### config.mk
export PLATFORM = sky130hd
export DESIGN_NAME = fifo_block_packer
export DESIGN_NICKNAME = d
export VERILOG_FILES = /design/src/rtl/fifo_block_packer.sv
export SDC_FILE = /design/constraint.sdc
export NUM_CORES = 1
export LEC_CHECK = 0
export ABC_AREA = 1
export CAP_MARGIN = 40
export CELL_PAD_IN_SITES_DETAIL_PLACEMENT = 0
export CELL_PAD_IN_SITES_GLOBAL_PLACEMENT = 1
export CORE_MARGIN = 3
export CORE_UTILIZATION = 38
export CTS_BUF_LIST = sky130_fd_sc_hd__clkbuf_8
export CTS_CLUSTER_DIAMETER = 50
export DETAILED_ROUTE_END_ITERATION = 12
export GPL_TIMING_DRIVEN = 0
export PLACE_DENSITY = 0.9
export SLEW_MARGIN = 20
export SYNTH_ARGS = -nofsm -noshare
export SYNTH_HDL_FRONTEND = slang
export SYNTH_SLANG_ARGS = --single-unit
### constraint.sdc
create_clock -name i_clk -period 2.3 [get_ports i_clk]
set_input_delay 0.69 -clock i_clk [delete_from_list [all_inputs] [get_ports i_clk]]
set_output_delay 0.69 -clock i_clk [all_outputs]
set_load 0.03 [all_outputs]
### src/rtl/fifo_block_packer.sv
// fifo_block_packer
//
// Read-side consumer for the byte FIFO feeding the cipher core. Words are
// popped one per cycle, packed MSB-first into a BLOCK_BYTES-word block and
// offered to the cipher core over a valid/ready handshake. A flush request
// emits the current partial block, padded with PAD_BYTE, together with the
// number of valid words it carries.
//
// Ports:
//   i_clk           rising-edge clock
//   i_rst_n         asynchronous active-low reset
//   o_fifo_rd_en    pop request to the FIFO (combinational)
//   i_fifo_rd_data  FIFO read data, valid the cycle after o_fifo_rd_en
//   i_fifo_empty    FIFO empty flag
//   i_flush         single-cycle request to emit the current partial block
//   o_blk_data      packed block, first popped word in the top WIDTH bits
//   o_blk_nbytes    number of valid words in o_blk_data
//   o_blk_valid     block available
//   i_blk_ready     cipher core accepts the block
//   o_busy          words held, a read in flight, or a block pending

module fifo_block_packer #(
  parameter int               WIDTH       = 8,
  parameter int               BLOCK_BYTES = 16,
  parameter logic [WIDTH-1:0] PAD_BYTE    = 8'h00,
  localparam int              OUT_W       = WIDTH * BLOCK_BYTES,
  localparam int              CNT_W       = $clog2(BLOCK_BYTES) + 1
) (
  input  logic             i_clk,
  input  logic             i_rst_n,
  output logic             o_fifo_rd_en,
  input  logic [WIDTH-1:0] i_fifo_rd_data,
  input  logic             i_fifo_empty,
  input  logic             i_flush,
  output logic [OUT_W-1:0] o_blk_data,
  output logic [CNT_W-1:0] o_blk_nbytes,
  output logic             o_blk_valid,
  input  logic             i_blk_ready,
  output logic             o_busy
);

  localparam logic [CNT_W-1:0] FULL_CNT = CNT_W'(BLOCK_BYTES);
  localparam logic [CNT_W-1:0] LAST_CNT = CNT_W'(BLOCK_BYTES - 1);

  typedef enum logic [0:0] {
    ST_FILL  = 1'b0,
    ST_VALID = 1'b1
  } state_t;

  state_t           state;
  logic [CNT_W-1:0] count;       // words captured into the block
  logic [CNT_W-1:0] issued;      // pops requested for the block
  logic             rd_pend;     // a pop was issued last cycle, data arrives now
  logic             flush_pend;  // latched flush request, waiting to be served

  // Pops are only requested while filling, with room left in the block and
  // no flush waiting; the reset term keeps the FIFO untouched during reset.
  assign o_fifo_rd_en = i_rst_n && (state == ST_FILL) && !i_fifo_empty &&
                        (issued < FULL_CNT) && !flush_pend;

  assign o_busy = (count != '0) || rd_pend || o_blk_valid;

  // Main packing state machine. The last word of a full block is captured on
  // the same edge that raises o_blk_valid, which gives BLOCK_BYTES+2 cycles
  // per block with ready tied high. A flush is served only once no read is in
  // flight, so a word already requested still lands in the flushed block.
  always_ff @(posedge i_clk or negedge i_rst_n) begin
    if (!i_rst_n) begin
      state        <= ST_FILL;
      count        <= '0;
      issued       <= '0;
      rd_pend      <= 1'b0;
      flush_pend   <= 1'b0;
      o_blk_data   <= '0;
      o_blk_nbytes <= '0;
      o_blk_valid  <= 1'b0;
    end else begin
      rd_pend    <= o_fifo_rd_en;
      flush_pend <= flush_pend | i_flush;
      if (o_fifo_rd_en) begin
        issued <= issued + 1'b1;
      end

      case (state)
        ST_FILL: begin
          if (rd_pend) begin
            for (int i = 0; i < BLOCK_BYTES; i++) begin
              if (count == CNT_W'(i)) begin
                o_blk_data[OUT_W-1-i*WIDTH -: WIDTH] <= i_fifo_rd_data;
              end
            end
            count <= count + 1'b1;
            // A flush seen alongside the final word stays pending for the
            // next fill; the full block goes out first.
            if (count == LAST_CNT) begin
              state        <= ST_VALID;
              o_blk_valid  <= 1'b1;
              o_blk_nbytes <= FULL_CNT;
            end
          end else if (flush_pend) begin
            // A fresh i_flush on the serving cycle is kept for the next fill.
            flush_pend <= i_flush;
            if (count != '0) begin
              for (int i = 0; i < BLOCK_BYTES; i++) begin
                if (CNT_W'(i) >= count) begin
                  o_blk_data[OUT_W-1-i*WIDTH -: WIDTH] <= PAD_BYTE;
                end
              end
              state        <= ST_VALID;
              o_blk_valid  <= 1'b1;
              o_blk_nbytes <= count;
            end
          end
        end

        ST_VALID: begin
          if (i_blk_ready) begin
            state       <= ST_FILL;
            o_blk_valid <= 1'b0;
            count       <= '0;
            issued      <= '0;
          end
        end

        default: begin
          state <= ST_FILL;
        end
      endcase
    end
  end

endmodule

Word level (Yosys, flattened, before mapping)
Cells that the tools add are included.
{"block": "totals", "ff_bits": 147, "input_bits": 13, "output_inout_bits": 136, "wordCells": 187}
{"block": "classes", "n_addsub": 2, "magnitude_cmp": 17, "n_eq_ne": 36, "mux": 60, "bitwise_logic": 2, "reduce_logical": 47}
{"op": "2-to-1 mux 128 bit", "count": 3}
{"op": "2-to-1 mux 8 bit", "count": 32}
{"op": "AND reduction 5 bit", "count": 16}
{"op": "2-to-1 mux 5 bit", "count": 9}
{"op": "== test 5 x 4 -> 1 bit, second input constant", "count": 8}
{"op": ">= comparator 4 x 5 -> 1 bit, first input constant", "count": 8}
{"op": "nonzero test 2 bit", "count": 18}
{"op": "!= test 2 x 1 -> 1 bit, second input constant", "count": 16}
{"op": "== test 5 x 3 -> 1 bit, second input constant", "count": 4}
{"op": ">= comparator 3 x 5 -> 1 bit, first input constant", "count": 4}
{"op": "2-to-1 mux 1 bit", "count": 13}
{"op": "adder 5 x 1 -> 5 bit, second input constant", "count": 2}
{"op": "== test 5 x 2 -> 1 bit, second input constant", "count": 2}
{"op": ">= comparator 1 x 5 -> 1 bit, first input constant", "count": 2}
{"op": ">= comparator 2 x 5 -> 1 bit, first input constant", "count": 2}
{"op": "case mux 5 bit (2 select lines)", "count": 1}
{"op": "AND reduction 4 bit", "count": 2}
{"op": "!= test 3 x 2 -> 1 bit, second input constant", "count": 2}
{"op": "== test 5 x 1 -> 1 bit, second input constant", "count": 1}
{"op": "logical NOT 5 bit", "count": 1}
{"op": "< comparator 5 bit, second input constant", "count": 1}
{"op": "nonzero test 5 bit", "count": 1}
{"op": "logical AND 1 bit", "count": 4}
{"op": "!= test 2 bit, second input constant", "count": 2}
{"op": "other kinds (7)", "count": 10}

Depth between registers and ports, before layout
Gate-level depths: netlist of the first run.
{"block": "depth", "depth_word": 8, "depth_mapped": 10}

Worst setup path after synthesis of the first run
Ideal clock, no wire load.
{"block": "synth_path", "kind": "input to output", "startpoint": "input port i_fifo_empty", "endpoint": "output port o_fifo_rd_en", "arrival_ns": 1.212, "required_time_ns": 1.610, "slack_ns": 0.398, "cell_stages": 3, "n_path_buf": 0, "cell_sequence": "nor2_1 nand3_1 inv_1"}
{"block": "synth_via", "elab_chain_cells": 4}
{"element": "from (decl)", "line_no": "33", "text": "input logic i_fifo_empty,"}
{"element": "logical NOT 1 bit", "line_no": "58", "text": "assign o_fifo_rd_en = i_rst_n && (state == ST_FILL) && !i_fifo_empty &&"}
{"element": "logical AND 1 bit (2 in a row)", "line_no": "58"}
{"element": "logical AND 1 bit", "line_no": "59", "text": "(issued < FULL_CNT) && !flush_pend;"}
{"element": "to (decl)", "line_no": "31", "text": "output logic o_fifo_rd_en,"}
No other way between the ends.

Worst setup path after layout of the first run
{"block": "layout_path", "startpoint": "register count[1]", "endpoint": "output port o_busy"}
{"block": "layout_via", "elab_chain_cells": 3}
{"element": "from (decl)", "line_no": "51", "text": "logic [CNT_W-1:0] count;"}
{"element": "from (signal assigned)", "line_no": "92", "text": "count <= count + 1'b1;"}
{"element": "nonzero test 5 bit", "line_no": "61", "text": "assign o_busy = (count != '0) || rd_pend || o_blk_valid;"}
{"element": "logical OR 1 bit (2 in a row)", "line_no": "61"}
{"element": "to (decl)", "line_no": "39", "text": "output logic o_busy"}
No other way between the ends.

==> results of run 1 <==
## kinds of logic (layout without fill, tap and decap cells)
kind of cell,after synthesis,after routing,share of synthesized area (%)
buffers and inverters,51,237,3.57
adder cells (fa/ha/maj),4,4,0.831
XOR/XNOR,3,3,0.436
AND/OR/NAND/NOR,358,358,24.6
AO/OA/AOI/OAI,110,110,9.49
flip-flops,147,147,61.1
## cell usage after synthesis, types with 2 or more instances
cell and n:
nand2_1 276, ha_1 4, nand3_1 47, o21ai_0 100, dfrtp_1 147, nor2_2 2
nor3_2 2, inv_1 32, a21oi_1 6, buf_2 10, nor2_4 2, nand4_1 3
xor2_1 2, inv_2 2, nor2_1 18, clkbuf_1 5, nand3_2 2
## worst reg2reg max path: stages, from the launching register on
cell and delay [ns]:
dfrtp_1 0.47, buf_2 0.26, buf_2 0.28, nand2_1 0.33, inv_1 0.45, nand3_1 0.13, nand2_1 0.09
## timing repair
item,4_1_cts,5_1_grt
pin swaps,2,1
gates resized for setup,25,5
hold buffers,0,0
endpoints found under the setup margin,2,8
buffers inserted,7,0
endpoints found under the hold margin,0,0
## flip-flops by register name, indices dropped and copies added, names as in the netlist
register,count
o_blk_data,128
flush_pend,1
state,1
rd_pend,1
o_blk_valid,1
o_blk_nbytes,5
count,5
issued,5
## placed cells by master (no fill, tap or decap), types with 3 or more instances in the layout
cell type	synthesis	routed
nand2_1	276	275
nor2_1	18	17
nand3_1	47	46
clkbuf_1	5	4
clkinv_4	0	3
inv_1	32	28
inv_2	2	6
nor2_2	2	3
nand4_1	3	3
clkbuf_8	0	17
nand3_2	2	3
buf_4	1	9
o21ai_0	100	99
dfrtp_1	147	143
clkinv_2	0	4
ha_1	4	3
a21oi_1	6	6
dfrtp_2	0	4
clkdlybuf4s50_1	0	145
bufinv_16	0	4
buf_2	10	10
## layer usage
layer	up-vias	part of all wire (%)	global-route usage (%)
met5	-	0	0
met4	0	1.3	5.25
li1	2527	-	-
met3	20	8.6	9.08
met2	152	46	31.0
met1	2495	45	26.8
## stage by stage
step	instance area [um2]	setup WS [ns]	utilization [%]	TNS (ns)	total power, mW
6_report	8310	0.0345	54.0	0	12.6
5_1_grt	8310	-0.0482	54.0	-0.0482	13.4
4_1_cts	8300	0.00649	54.0	0	12.7
3_5_place_dp	7800	-0.765	50.8	-0.992	10.4
3_3_place_gp	7770	-5.96	50.5	-839.77	10.4
2_1_floorplan	6020	0.398	-	0	7.71
## cell type report
class / count / area, um2
Timing Repair Buffer: 156 / 1570
Fill cell: 1407 / 7070
Sequential cell: 147 / 3680
Tap cell: 211 / 264
Multi-Input combinational cell: 475 / 2150
Clock buffer: 17 / 234
Buffer: 16 / 83.8
Inverter: 34 / 130
Clock inverter: 14 / 188
## worst min-delay path by stage
stage	start	endpoint	slack, ns
2_1_floorplan	i_rst_n	count[0]	0.39
3_3_place_gp	o_blk_data[88]	o_blk_data[88]	0.45
3_5_place_dp	o_blk_data[31]	o_blk_data[31]	0.46
4_1_cts	i_rst_n	o_blk_data[43]	0.09
5_1_grt	i_rst_n	o_blk_data[44]	0.10
6_report	i_rst_n	o_blk_data[43]	0.10
## power by group through the flow
stage	Sequential, mW	Clock, mW	Combinational [mW]
after floorplan	5.79	0	1.92
after CTS	4.10	2.20	6.39
after detailed placement	4.13	0	6.30
after global placement	4.11	0	6.27
final	4.11	2.15	6.34
after global routing	4.23	2.31	6.85
==> impl_metrics.yaml, run 1 <==
sta:
  finalHoldWorstSlack_ns: 0.104
  worstMarginPinSlew_ns: 0.531
  rsz0062_at_grt: "yes"
  clock_skew_ns: 0.0121
  period_needed_ns: 2.27
  report.final.hold_viol_count: 0
  fmax_mhz: 441
  setup_violations: 0
  slew_headroom_pct: 64.4
  finalMaxSlewViolations: 0
  period_share_pct: 98.5
floorplan:
  row_count: 45
  dieWidth_um: 132
  core-area_um2: 15400
  die_y_um: 132
  ioPinCount: 149
  dieArea_um2: 17400
  initial_utilization_pct: 39.2
setup_path:
  worstPathRequired_ns: 1.61
  endpoint: "o_busy"
  path_depth: 4
  cp-end-kind: "output pin"
  critPathMaxFanout: 8
  slowest_stage: "dfrtp_2"
  cp_slowest_stage_delay_ns: 0.47
  cp_top_family: "flip-flops"
  path_class: "reg2out"
  cp_data_arrival_time_ns: 1.58
  rrSetupSlack_ns: 0.22
  startpoint_type: "register"
  timing.critical_path.buf_inv: 2
  r2r-start: "rd_pend"
  crit_start: "count[1]"
  r2r-end: "o_blk_data[29]"
  r2r_cells: 6
  path_cells: "inv_2 > ha_4 > nand4_1 > buf_4"
global_routing:
  grt_pass1_vias: 5128
  grt_max_degree: 92
  grt_pass1_wl_um: 28000
  antenna_found_initial: 0
  grt_usage_pct: 20.4
  overflow: 0
clock_network:
  cts.sinks: 147
  cts.clk_slew.worst_paths_ns: 0.08
  h-tree-depth: 4
  cts_buffer_depth: 2
  numCtsBuffers: 17
  clk_root_buffer_cell: "clkbuf_8"
  tritoncts: "yes"
  clock_latency_ns: 0.45
finish:
  fin_nets: 864
  final_cells: 1070
  synthToLayoutAreaGrowth_pct: 37.9
  diodes: 0
  drive_gt1_share_pct: 9.43
logic_synthesis:
  yosysSeqAreaShare_pct: 61.1
  synth_edf_count: 0
  syn_area_per_cell_um2: 8.95
  synth_top_area_share_pct: 61.1
  ys.flop_type: "dfrtp_1"
  yosys_warnings: 0
  ys_seq_elements: 147
  yosys.area.top_type: "dfrtp_1"
  netlist_area_um2: 6020
  synth_area_leaders: "dfrtp_1 61%, nand2_1 17%, o21ai_0 8.3%"
  async_flop_share_pct: 100
  synthCells: 673
  syn_nets: 690
  yosysUniqueCellTypes: 30
pwr:
  internal_power_mw: 6.92
  peakVddDrop_mv: 0.757
  clkPwrFrac_pct: 17.0
  powerDensity_nw_per_um2: 1520
  combPwrFrac_pct: 50.4
  switching_share_pct: 45.1
  power.switching_mw: 5.68
  power_frac_seq_pct: 32.6
  leakage_nw: 4.06
min_path:
  hp-class: "in2async"
routing:
  drt-pass1-iter-count: 4
  drc_errors: 0
  viasPerCell: 4.85
  drt.antenna.violating_nets: 0
  vias: 5194
  wl_per_cell_um: 16.4
  wl_um: 17500
  drt_iter0_drc: 392
placed_design:
  hpwl_um: 12100
  gp_routability_congestion: 0.863
  placed_cells: 1033
  port_buffers: 148
run:
  max_cap_viol_count: 0
outcome:
  status: "complete, no violations"
Note: power is estimated with default switching activity, not from simulation.
==> run 2, diff against run 1 <==
--- a/config.mk
+++ b/config.mk
@@ -15,6 +15,7 @@
 export CTS_CLUSTER_DIAMETER = 50
 export DETAILED_ROUTE_END_ITERATION = 12
 export GPL_TIMING_DRIVEN = 0
+export MAX_ROUTING_LAYER = met4
 export PLACE_DENSITY = 0.9
 export SLEW_MARGIN = 20
 export SYNTH_ARGS = -nofsm -noshare
==> impl_metrics.yaml, run 2 (synthesized netlist as in run 1, its figures left out) <==
clock_network:
  tritoncts: "yes"
  cts_buffer_depth: 2
  numCtsBuffers: 17
  clk_root_buffer_cell: "clkbuf_8"
  clock_latency_ns: 0.45
  h-tree-depth: 4
  cts.clk_slew.worst_paths_ns: 0.08
  cts.sinks: 147
  holdBufCountCts: 0
routing:
  drt_iter0_drc: 374
  wl_um: 17500
  wl_per_cell_um: 16.4
  drt-pass1-iter-count: 4
  viasPerCell: 4.86
  vias: 5205
  drt.antenna.violating_nets: 0
  drc_errors: 0
finish:
  layout_common_cells: "275 x nand2_1, 145 x clkdlybuf4s50_1, 143 x dfrtp_1, 99 x o21ai_0, 46 x nand3_1"
  multi_input_area_um2: 2150
  top_register: "o_blk_data"
  fin_util_pct: 54.1
  diodes: 0
  final_area_um2: 8310
  drive_gt1_share_pct: 9.43
  final_common_cell: "nand2_1"
  largest_reg_flops: 128
  nFillCells: 1407
  fin_nets: 864
  final_cells: 1070
  synthToLayoutAreaGrowth_pct: 38.0
  seq_area_um2: 3680
setup_path:
  path_class: "reg2out"
  startpoint_type: "register"
  critPathMaxFanout: 3
  path_cells: "nor2_4 > nand2_2 > inv_2 > nand4_1 > buf_4"
  timing.critical_path.buf_inv: 2
  cp_slowest_stage_delay_ns: 0.44
  cp_top_family: "flip-flops"
  cp_data_arrival_time_ns: 1.56
  r2r_cells: 6
  worstPathRequired_ns: 1.61
  slowest_stage: "dfrtp_2"
  cp-end-kind: "output pin"
  path_depth: 5
floorplan:
  initial_utilization_pct: 39.2
  ioPinCount: 149
  dieArea_um2: 17400
  dieWidth_um: 132
  row_count: 45
  core-area_um2: 15400
  die_y_um: 132
global_routing:
  grt_util_met2_pct: 31.0
  overflow: 0
  antenna_found_initial: 0
  grt_usage_pct: 21.0
  busiest_layer: "met2"
  grtUsageMet1_pct: 27.2
  met3_usage_pct: 8.44
  grt_pass1_vias: 5125
  grt_max_degree: 92
  grt_pass1_wl_um: 27900
sta:
  setup_violations: 0
  finalSetupTns_ns: 0
  slew_headroom_pct: 64.0
  report.final.hold_viol_count: 0
  finalMaxSlewViolations: 0
  period_needed_ns: 2.25
  clock_skew_ns: 0.0126
  fmax_mhz: 444
  worstMarginPinSlew_ns: 0.538
  period_share_pct: 98.0
  rsz0062_at_grt: "yes"
pwr:
  leakage_nw: 4.07
  peakVddDrop_mv: 0.758
  powerDensity_nw_per_um2: 1520
min_path:
  hp-class: "in2async"
placed_design:
  place_area_um2: 7800
  port_buffers: 148
  hpwl_um: 12100
  gp_routability_congestion: 0.877
  placed_cells: 1033
outcome:
  status: "complete, no violations"
run:
  max_cap_viol_count: 0
==> run 2: cell counts in the layout (fill, tap and decap cells not counted) <==
Identical to the previous run, type by type.
==> run 2: final cells by class <==
type / count / share of cell area (%)
Buffer: 16 / 1.01
Timing Repair Buffer: 156 / 19.0
Inverter: 34 / 1.57
Multi-Input combinational cell: 475 / 25.9
Clock buffer: 17 / 2.81
Tap cell: 211 / 3.18
Sequential cell: 147 / 44.3
Clock inverter: 14 / 2.26
==> run 2: per-layer routing <==
metal	share of wire, %	routed length (um)
met5	0	0
met1	45	7860
met4	1.2	205
met3	8.2	1440
met2	46	8020
==> run 2: per-stage QoR <==
stage | setup WS, ns | hold WS [ns] | power (mW)
floorplan | 0.398 | 0.394 | 7.71
global placement | -5.96 | 0.453 | 10.4
detailed placement | -0.765 | 0.459 | 10.4
CTS | 0.00649 | 0.0949 | 12.7
global route | -0.0507 | 0.0850 | 13.4
finish | 0.0456 | 0.0911 | 12.6
==> run 2: worst register-to-register path, delay by kind of cell (launching register included) <==
kind                   cells  cell delay (ns)
and+or+nand+nor            3             0.58
buffers and inverters      3             0.99
DFF                        1             0.47
==> run 2: final timing paths <==
check | start | endpoint | slack [ns]
max in group asynchronous | i_rst_n | o_blk_data[8] | 1.46
max reg2reg | rd_pend | o_blk_data[28] | 0.20
max | count[4] | o_busy | 0.05
min in group i_clk | o_blk_data[31] | o_blk_data[31] | 0.47
min reg2reg | o_blk_data[31] | o_blk_data[31] | 0.47
min | i_rst_n | o_blk_data[43] | 0.09
==> run 2: power breakdown <==
part	internal (mW)	switching, mW	total [mW]
registers	3.51	0.599	4.11
clock network	1.17	0.968	2.14
logic	2.24	4.11	6.35
total	6.92	5.68	12.6
==> run 2: repair_timing <==
item | in CTS | in global routing
setup endpoints to repair | 2 | 8
pin swaps | 2 | 1
setup buffers | 7 | 0
resized for setup | 25 | 6
